### src/rtl/saradc_pkg.sv
// rtl/saradc_pkg.sv - shared SAR ADC state encoding and default geometry
package saradc_pkg;

  // Default resolution and track time, shared with the analog macro wrapper.
  localparam int SARADC_NBITS = 8;
  localparam int SARADC_NSAMP = 2;

  typedef enum logic [1:0] {
    ST_IDLE   = 2'd0,
    ST_SAMPLE = 2'd1,
    ST_CONV   = 2'd2,
    ST_DONE   = 2'd3
  } sar_state_e;

endpackage

### src/rtl/saradc_sar_ctrl.sv
// rtl/saradc_sar_ctrl.sv - monotonic-switching SAR sequencer with start/done handshake
module saradc_sar_ctrl
  import saradc_pkg::*;
#(
  parameter int NBITS = SARADC_NBITS,
  parameter int NSAMP = SARADC_NSAMP
) (
  input  logic             CLK,
  input  logic             RST,
  input  logic             START,
  input  logic             CONT,
  output logic             BUSY,
  output logic             SAMPLE,
  output logic [NBITS-1:0] RESULTP,
  output logic [NBITS-1:0] RESULTN,
  output logic             VALID,
  input  logic             CMPO,
  output logic [NBITS-1:0] DOUT
);

  localparam int KW     = (NBITS > 1) ? $clog2(NBITS) : 1;
  localparam int SCNT_W = (NSAMP > 1) ? $clog2(NSAMP) : 1;
  localparam logic [KW-1:0]     K_MSB     = KW'(NBITS - 1);
  localparam logic [SCNT_W-1:0] SCNT_LOAD = SCNT_W'(NSAMP - 1);

  sar_state_e        state_q, state_d;
  logic [SCNT_W-1:0] scnt_q, scnt_d;
  logic [KW-1:0]     k_q, k_d;
  logic              sample_q, sample_d;
  logic              busy_q, busy_d;
  logic              valid_q, valid_d;
  logic [NBITS-1:0]  rp_q, rp_d;
  logic [NBITS-1:0]  rn_q, rn_d;
  logic [NBITS-1:0]  dout_q, dout_d;

  // Next-state and next-output logic; every output is computed here and registered below.
  always_comb begin
    state_d  = state_q;
    scnt_d   = scnt_q;
    k_d      = k_q;
    sample_d = sample_q;
    busy_d   = busy_q;
    valid_d  = 1'b0;
    rp_d     = rp_q;
    rn_d     = rn_q;
    dout_d   = dout_q;
    case (state_q)
      ST_IDLE: begin
        if (START) begin
          state_d  = ST_SAMPLE;
          scnt_d   = SCNT_LOAD;
          sample_d = 1'b1;
          busy_d   = 1'b1;
          rp_d     = '0;
          rn_d     = '0;
        end
      end
      ST_SAMPLE: begin
        // Track phase lasts NSAMP cycles; the counter was loaded with NSAMP-1 on entry.
        if (scnt_q == '0) begin
          state_d  = ST_CONV;
          sample_d = 1'b0;
          k_d      = K_MSB;
        end else begin
          scnt_d = scnt_q - 1'b1;
        end
      end
      ST_CONV: begin
        // Monotonic switching: the comparator decision directly becomes bit k.
        rp_d[k_q] = CMPO;
        rn_d[k_q] = ~CMPO;
        if (k_q == '0) begin
          state_d = ST_DONE;
          valid_d = 1'b1;
          dout_d  = rp_d;
        end else begin
          k_d = k_q - 1'b1;
        end
      end
      ST_DONE: begin
        k_d = K_MSB;
        if (CONT) begin
          state_d  = ST_SAMPLE;
          scnt_d   = SCNT_LOAD;
          sample_d = 1'b1;
          busy_d   = 1'b1;
          rp_d     = '0;
          rn_d     = '0;
        end else begin
          state_d = ST_IDLE;
          busy_d  = 1'b0;
        end
      end
      default: begin
        state_d  = ST_IDLE;
        sample_d = 1'b0;
        busy_d   = 1'b0;
      end
    endcase
  end

  // Single state register; asynchronous reset returns every output to zero immediately.
  always_ff @(posedge CLK or posedge RST) begin
    if (RST) begin
      state_q  <= ST_IDLE;
      scnt_q   <= '0;
      k_q      <= K_MSB;
      sample_q <= 1'b0;
      busy_q   <= 1'b0;
      valid_q  <= 1'b0;
      rp_q     <= '0;
      rn_q     <= '0;
      dout_q   <= '0;
    end else begin
      state_q  <= state_d;
      scnt_q   <= scnt_d;
      k_q      <= k_d;
      sample_q <= sample_d;
      busy_q   <= busy_d;
      valid_q  <= valid_d;
      rp_q     <= rp_d;
      rn_q     <= rn_d;
      dout_q   <= dout_d;
    end
  end

  assign BUSY    = busy_q;
  assign SAMPLE  = sample_q;
  assign VALID   = valid_q;
  assign RESULTP = rp_q;
  assign RESULTN = rn_q;
  assign DOUT    = dout_q;

endmodule

### config.mk
export PLATFORM = sky130hd
export DESIGN_NAME = saradc_sar_ctrl
export DESIGN_NICKNAME = d
export VERILOG_FILES = /design/src/rtl/saradc_pkg.sv /design/src/rtl/saradc_sar_ctrl.sv
export SDC_FILE = /design/constraint.sdc
export NUM_CORES = 1
export LEC_CHECK = 0
export CAP_MARGIN = 25
export CORE_ASPECT_RATIO = 0.6
export CORE_MARGIN = 3
export CORE_UTILIZATION = 30
export CTS_CLUSTER_SIZE = 40
export DETAILED_ROUTE_END_ITERATION = 8
export PLACE_DENSITY = 0.56
export SLEW_MARGIN = 20
export SYNTH_ARGS = -nofsm -noshare
export SYNTH_HDL_FRONTEND = slang
export SYNTH_SLANG_ARGS = --single-unit
export TNS_END_PERCENT = 50
### constraint.sdc
create_clock -name CLK -period 2.25 [get_ports CLK]
set_input_delay 0.675 -clock CLK [delete_from_list [all_inputs] [get_ports CLK]]
set_output_delay 0.675 -clock CLK [all_outputs]
set_load 0.05 [all_outputs]
==> results.md <==
Outcome:
- The run finished with clean final reports.

CTS:
- TritonCTS built the clock tree.
- The clock insertion delay at the later pin of the skew report is 280 ps.
- Buffers added to address setup during post-CTS repair amount to 0.
- The number of buffers added by the clock tree synthesis step is 5.
- Clock tree synthesis selected as its root buffer the cell sky130_fd_sc_hd__clkbuf_8.
- The maximum clock insertion buffer count is 2.
- The quantity of gates resized following cts is 0.
- The depth of the CTS H-tree is 2.
- Buffers inserted to repair hold after CTS numbered 0.
- The post-CTS clock slew at the launch and capture registers of the worst setup and hold paths is 70 ps.
- The clock sink count is 33.

Synthesis:
- The net count after synthesis is 191.
- The post-synthesis sequential element count is 33.
- The synthesized instance count is 178.
- The Yosys step of the flow raised 0 warnings.
- The share of the synthesized area in the top cell type is 40.0%.
- The top cell type by total area after synthesis is sky130_fd_sc_hd__dfrtp_1.
- The mean cell area of the mapped netlist is 10.6 µm².
- By area the synthesized netlist is led by sky130_fd_sc_hd__dfrtp_1 40%, sky130_fd_sc_hd__a2111oi_2 5.6%, sky130_fd_sc_hd__ha_1 5.3%, sky130_fd_sc_hd__o22ai_1 4.7%, sky130_fd_sc_hd__dfstp_2 4.2%.
- The post-synthesis cell area is 1880 µm².
- The distinct cell type count of the synthesized netlist is 39.
- After synthesis, flip-flops and latches occupy 44.2% of the total area.

Routing:
- The final routed wire length divided by cell count is 14.8 µm.
- The residual DRC count is 0.
- The number of search-and-repair iterations in the first detailed-routing pass is 4.
- Once detail routing completed, the nets flagged for antenna violations numbered 0.
- After detailed routing, the total wire length is 4360 µm.
- The final route contains 1,419 vias.
- The first routing iteration left 23 violations.
- Using the TritonRoute via totals, the vias-per-cell ratio works out to 4.81.

STA:
- The minimum clock period after layout is 2150 ps.
- The worst slew margin relative to its limit is between 50% and 60%.
- Dividing the final minimum period by the clock period gives 95.6%.
- Setup repair after global routing left no endpoint under its margin.
- The accumulated negative setup slack is 0 ps.
- Once routing completed, OpenROAD measured the worst setup slack at roughly 98 ps.
- The maximum operating frequency is 465 MHz.
- The setup-violating endpoint count in the final report is 0.
- The final number of hold-violating endpoints is 0.
- The number of pins with negative max-slew slack in the final report is 0.
- The actual slew at the worst max-slew pin is ~670 ps.
- The setup skew after layout is around 4.4 ps.

Floorplanning:
- The die covers 7280 µm².
- The core area is 5810 µm².
- The die is 108 µm wide.
- 32 I/O pins were placed.
- From bottom edge to top edge, the die measures 67.3 µm.
- Once the floorplan was initialized, standard cells occupied 32.3% of the core.
- The standard-cell row count is 21.

GRT:
- Summed over all layers, the global routing overflow is 0.
- The pin count of the biggest net entering global routing is 34.
- The number of global-route vias before repair was 1,356.
- The number of antenna violations at the first check in global routing was 0.
- Global routing consumed, over all layers together, a little over an eighth of the routing resources.
- The first-pass GRT wire length is about 7400 µm.

Worst setup path:
- The worst setup path is launched from a flip-flop.
- The slowest stage of the critical path belongs to the cell sky130_fd_sc_hd__clkdlybuf4s50_1.
- In this run the critical register-to-register path is captured at state_q[1]$_DFFE_PP0P_.
- Tracing the worst setup path back leads to its startpoint at RESULTP[3]$_DFFE_PP0P_.
- The worst setup slack for register-to-register paths is between 200 and 300 ps.
- The critical path start-end classification is reg2out.
- The signal on the critical path passes through clkdlybuf4s50_1.
- The largest incremental delay on the critical path is 810 ps.
- The worst register-to-register path begins at state_q[1]$_DFFE_PP0P_.
- At the worst endpoint, the required time is between 1500 and 2000 ps.
- The depth of the most critical reg-to-reg path is 5.
- The arrival time of data at the critical path endpoint is 1480 ps.
- The critical path endpoint category is an output port.
- The number of buffers and inverters on the critical path is 1.
- The maximum fanout count along the critical path is 3.
- The kind of cell with the highest combined delay along the critical path is buffers and inverters.

Placement:
- The last weighted congestion value of the routability-driven placer is 0.754.
- At the placement stage, the worst setup path has a slack of 31.1 ps.
- Once detailed placement completed, the half-perimeter wirelength came to 3290 µm.
- During placement, the flow inserted port buffers numbering 31.
- After detailed placement, the total cell area comes to 2260 µm².

Layout:
- The post-synthesis to final-layout area growth is 26.8%.
- 0 antenna diodes ended up in the layout.
- The commonest non-fill, non-tap cell in the layout is sky130_fd_sc_hd__dfrtp_1.
- The post-route netlist has 22.3% of its cells at a drive strength greater than 1.
- The filler cells instantiated in the layout total 581.
- At the end of the flow, the number of nets in the layout was 227.
- The fraction of the core area covered by cells at the end of the flow is 41.0%.
- The summed area of non-filler cells in the final layout is 2380 µm².
- In the layout the commonest cells are 30 x sky130_fd_sc_hd__dfrtp_1, 25 x sky130_fd_sc_hd__buf_4, 23 x sky130_fd_sc_hd__clkdlybuf4s50_1.

Worst hold path:
- In this run the most critical hold path is launched from DOUT[6]$_DFFE_PP0P_.
- The hold path endpoint is DOUT[6]$_DFFE_PP0P_.
- Counting instances, the worst hold path has a depth of 2.
- The classification of the worst-slack hold path is reg2reg.

Flow run:
- The tool flagged a number of max-cap violations equal to 0.

Power and ir drop:
- The total power divided by cell area is 1200 nW/µm².
- The worst-case IR drop observed on VDD is 0.000795 V.
- For this design the static power due to leakage is 1.04 nW.
## area by class of cell
class / count / area [µm²] / area share (%)
well taps: 80 / 100 / 4.20
multi-input cells: 105 / 838 / 35.2
inverters: 21 / 78.8 / 3.31
flip-flops and latches: 33 / 830 / 34.8
clock buffers: 7 / 86.3 / 3.63
repair buffers: 48 / 418 / 17.6
clock inverters: 1 / 30.0 / 1.26
## logic make-up (layout without fill, tap and decap cells)
family,count (synthesis),count (layout),synth area share [%]
AO/OA/AOI/OAI,56,56,24.3
adder cells (fa/ha/maj),8,8,5.33
buffers and inverters,40,77,11.2
flip-flops,33,33,44.2
multiplexers,6,6,3.26
AND/OR/NAND/NOR,35,35,11.8
## synthesized netlist by cell type, drive strengths merged
master and n:
a2111oi 14, a211oi 2, a21oi 4, a2bb2oi 1
a31oi 2, a41oi 1, and2 1, and3 2
buf 15, clkbuf 4, dfrtp 30, dfstp 3
ha 8, inv 21, mux2 1, mux2i 5
nand2 8, nand2b 3, nand3 5, nand3b 4
nor2 2, nor2b 3, o211ai 1, o21ai 9
o22ai 14, o311ai 1, o31ai 4, o41ai 3
or3 2, or3b 3, or4 2
## worst min-delay path: cells and delay by family (launching register included)
family	cells	cell delay, ps
DFF	1	340
AOI/OAI and AO/OA	1	60
and+or+nand+nor	1	40
## per-stage QoR
step                std cells  hold slack (ps)  power [mW]
detailed placement        287              472        2.29
floorplan                 178              503        1.90
CTS                       295              489        2.88
global route              295              515        3.09
global placement          287              461        2.29
finish                    295              480        2.86
## per-layer routing
| metal | vias up | track usage, % | part of all wire (%) | wire length (µm) |
|---|---|---|---|---|
| met5 | - | 0 | 0 | 0 |
| li1 | 725 | - | - | - |
| met3 | 2 | 4.20 | 6.9 | 301 |
| met2 | 39 | 16.6 | 36 | 1590 |
| met4 | 0 | 2.83 | 0.46 | 20 |
| met1 | 653 | 21.9 | 56 | 2450 |
## report_power, final
| part | total [mW] | internal [mW] | switching [mW] |
|---|---|---|---|
| Sequential | 0.835 | 0.710 | 0.125 |
| Clock | 0.576 | 0.361 | 0.215 |
| Combinational | 1.45 | 0.619 | 0.826 |
| Total | 2.86 | 1.69 | 1.17 |
## registers in the layout (all words and copies together), names as in the netlist
signal / cells
state_q: 2
k_q: 3
RESULTP: 8
VALID: 1
DOUT: 8
scnt_q: 1
RESULTN: 8
SAMPLE: 1
BUSY: 1
## worst max-delay path by stage
stage | end | slack, ps | cells past startpoint
6_report | RESULTP[3] | 100 | 1
2_1_floorplan | RESULTN[3]$_DFFE_PP0P_ | 430 | 7
3_5_place_dp | RESULTP[4]$_DFFE_PP0P_ | 30 | 5
5_1_grt | RESULTP[5] | 50 | 1
4_1_cts | RESULTP[1] | 90 | 1
3_3_place_gp | RESULTN[7]$_DFFE_PP0P_ | 20 | 4
Note: power is estimated with default switching activity, not from simulation.
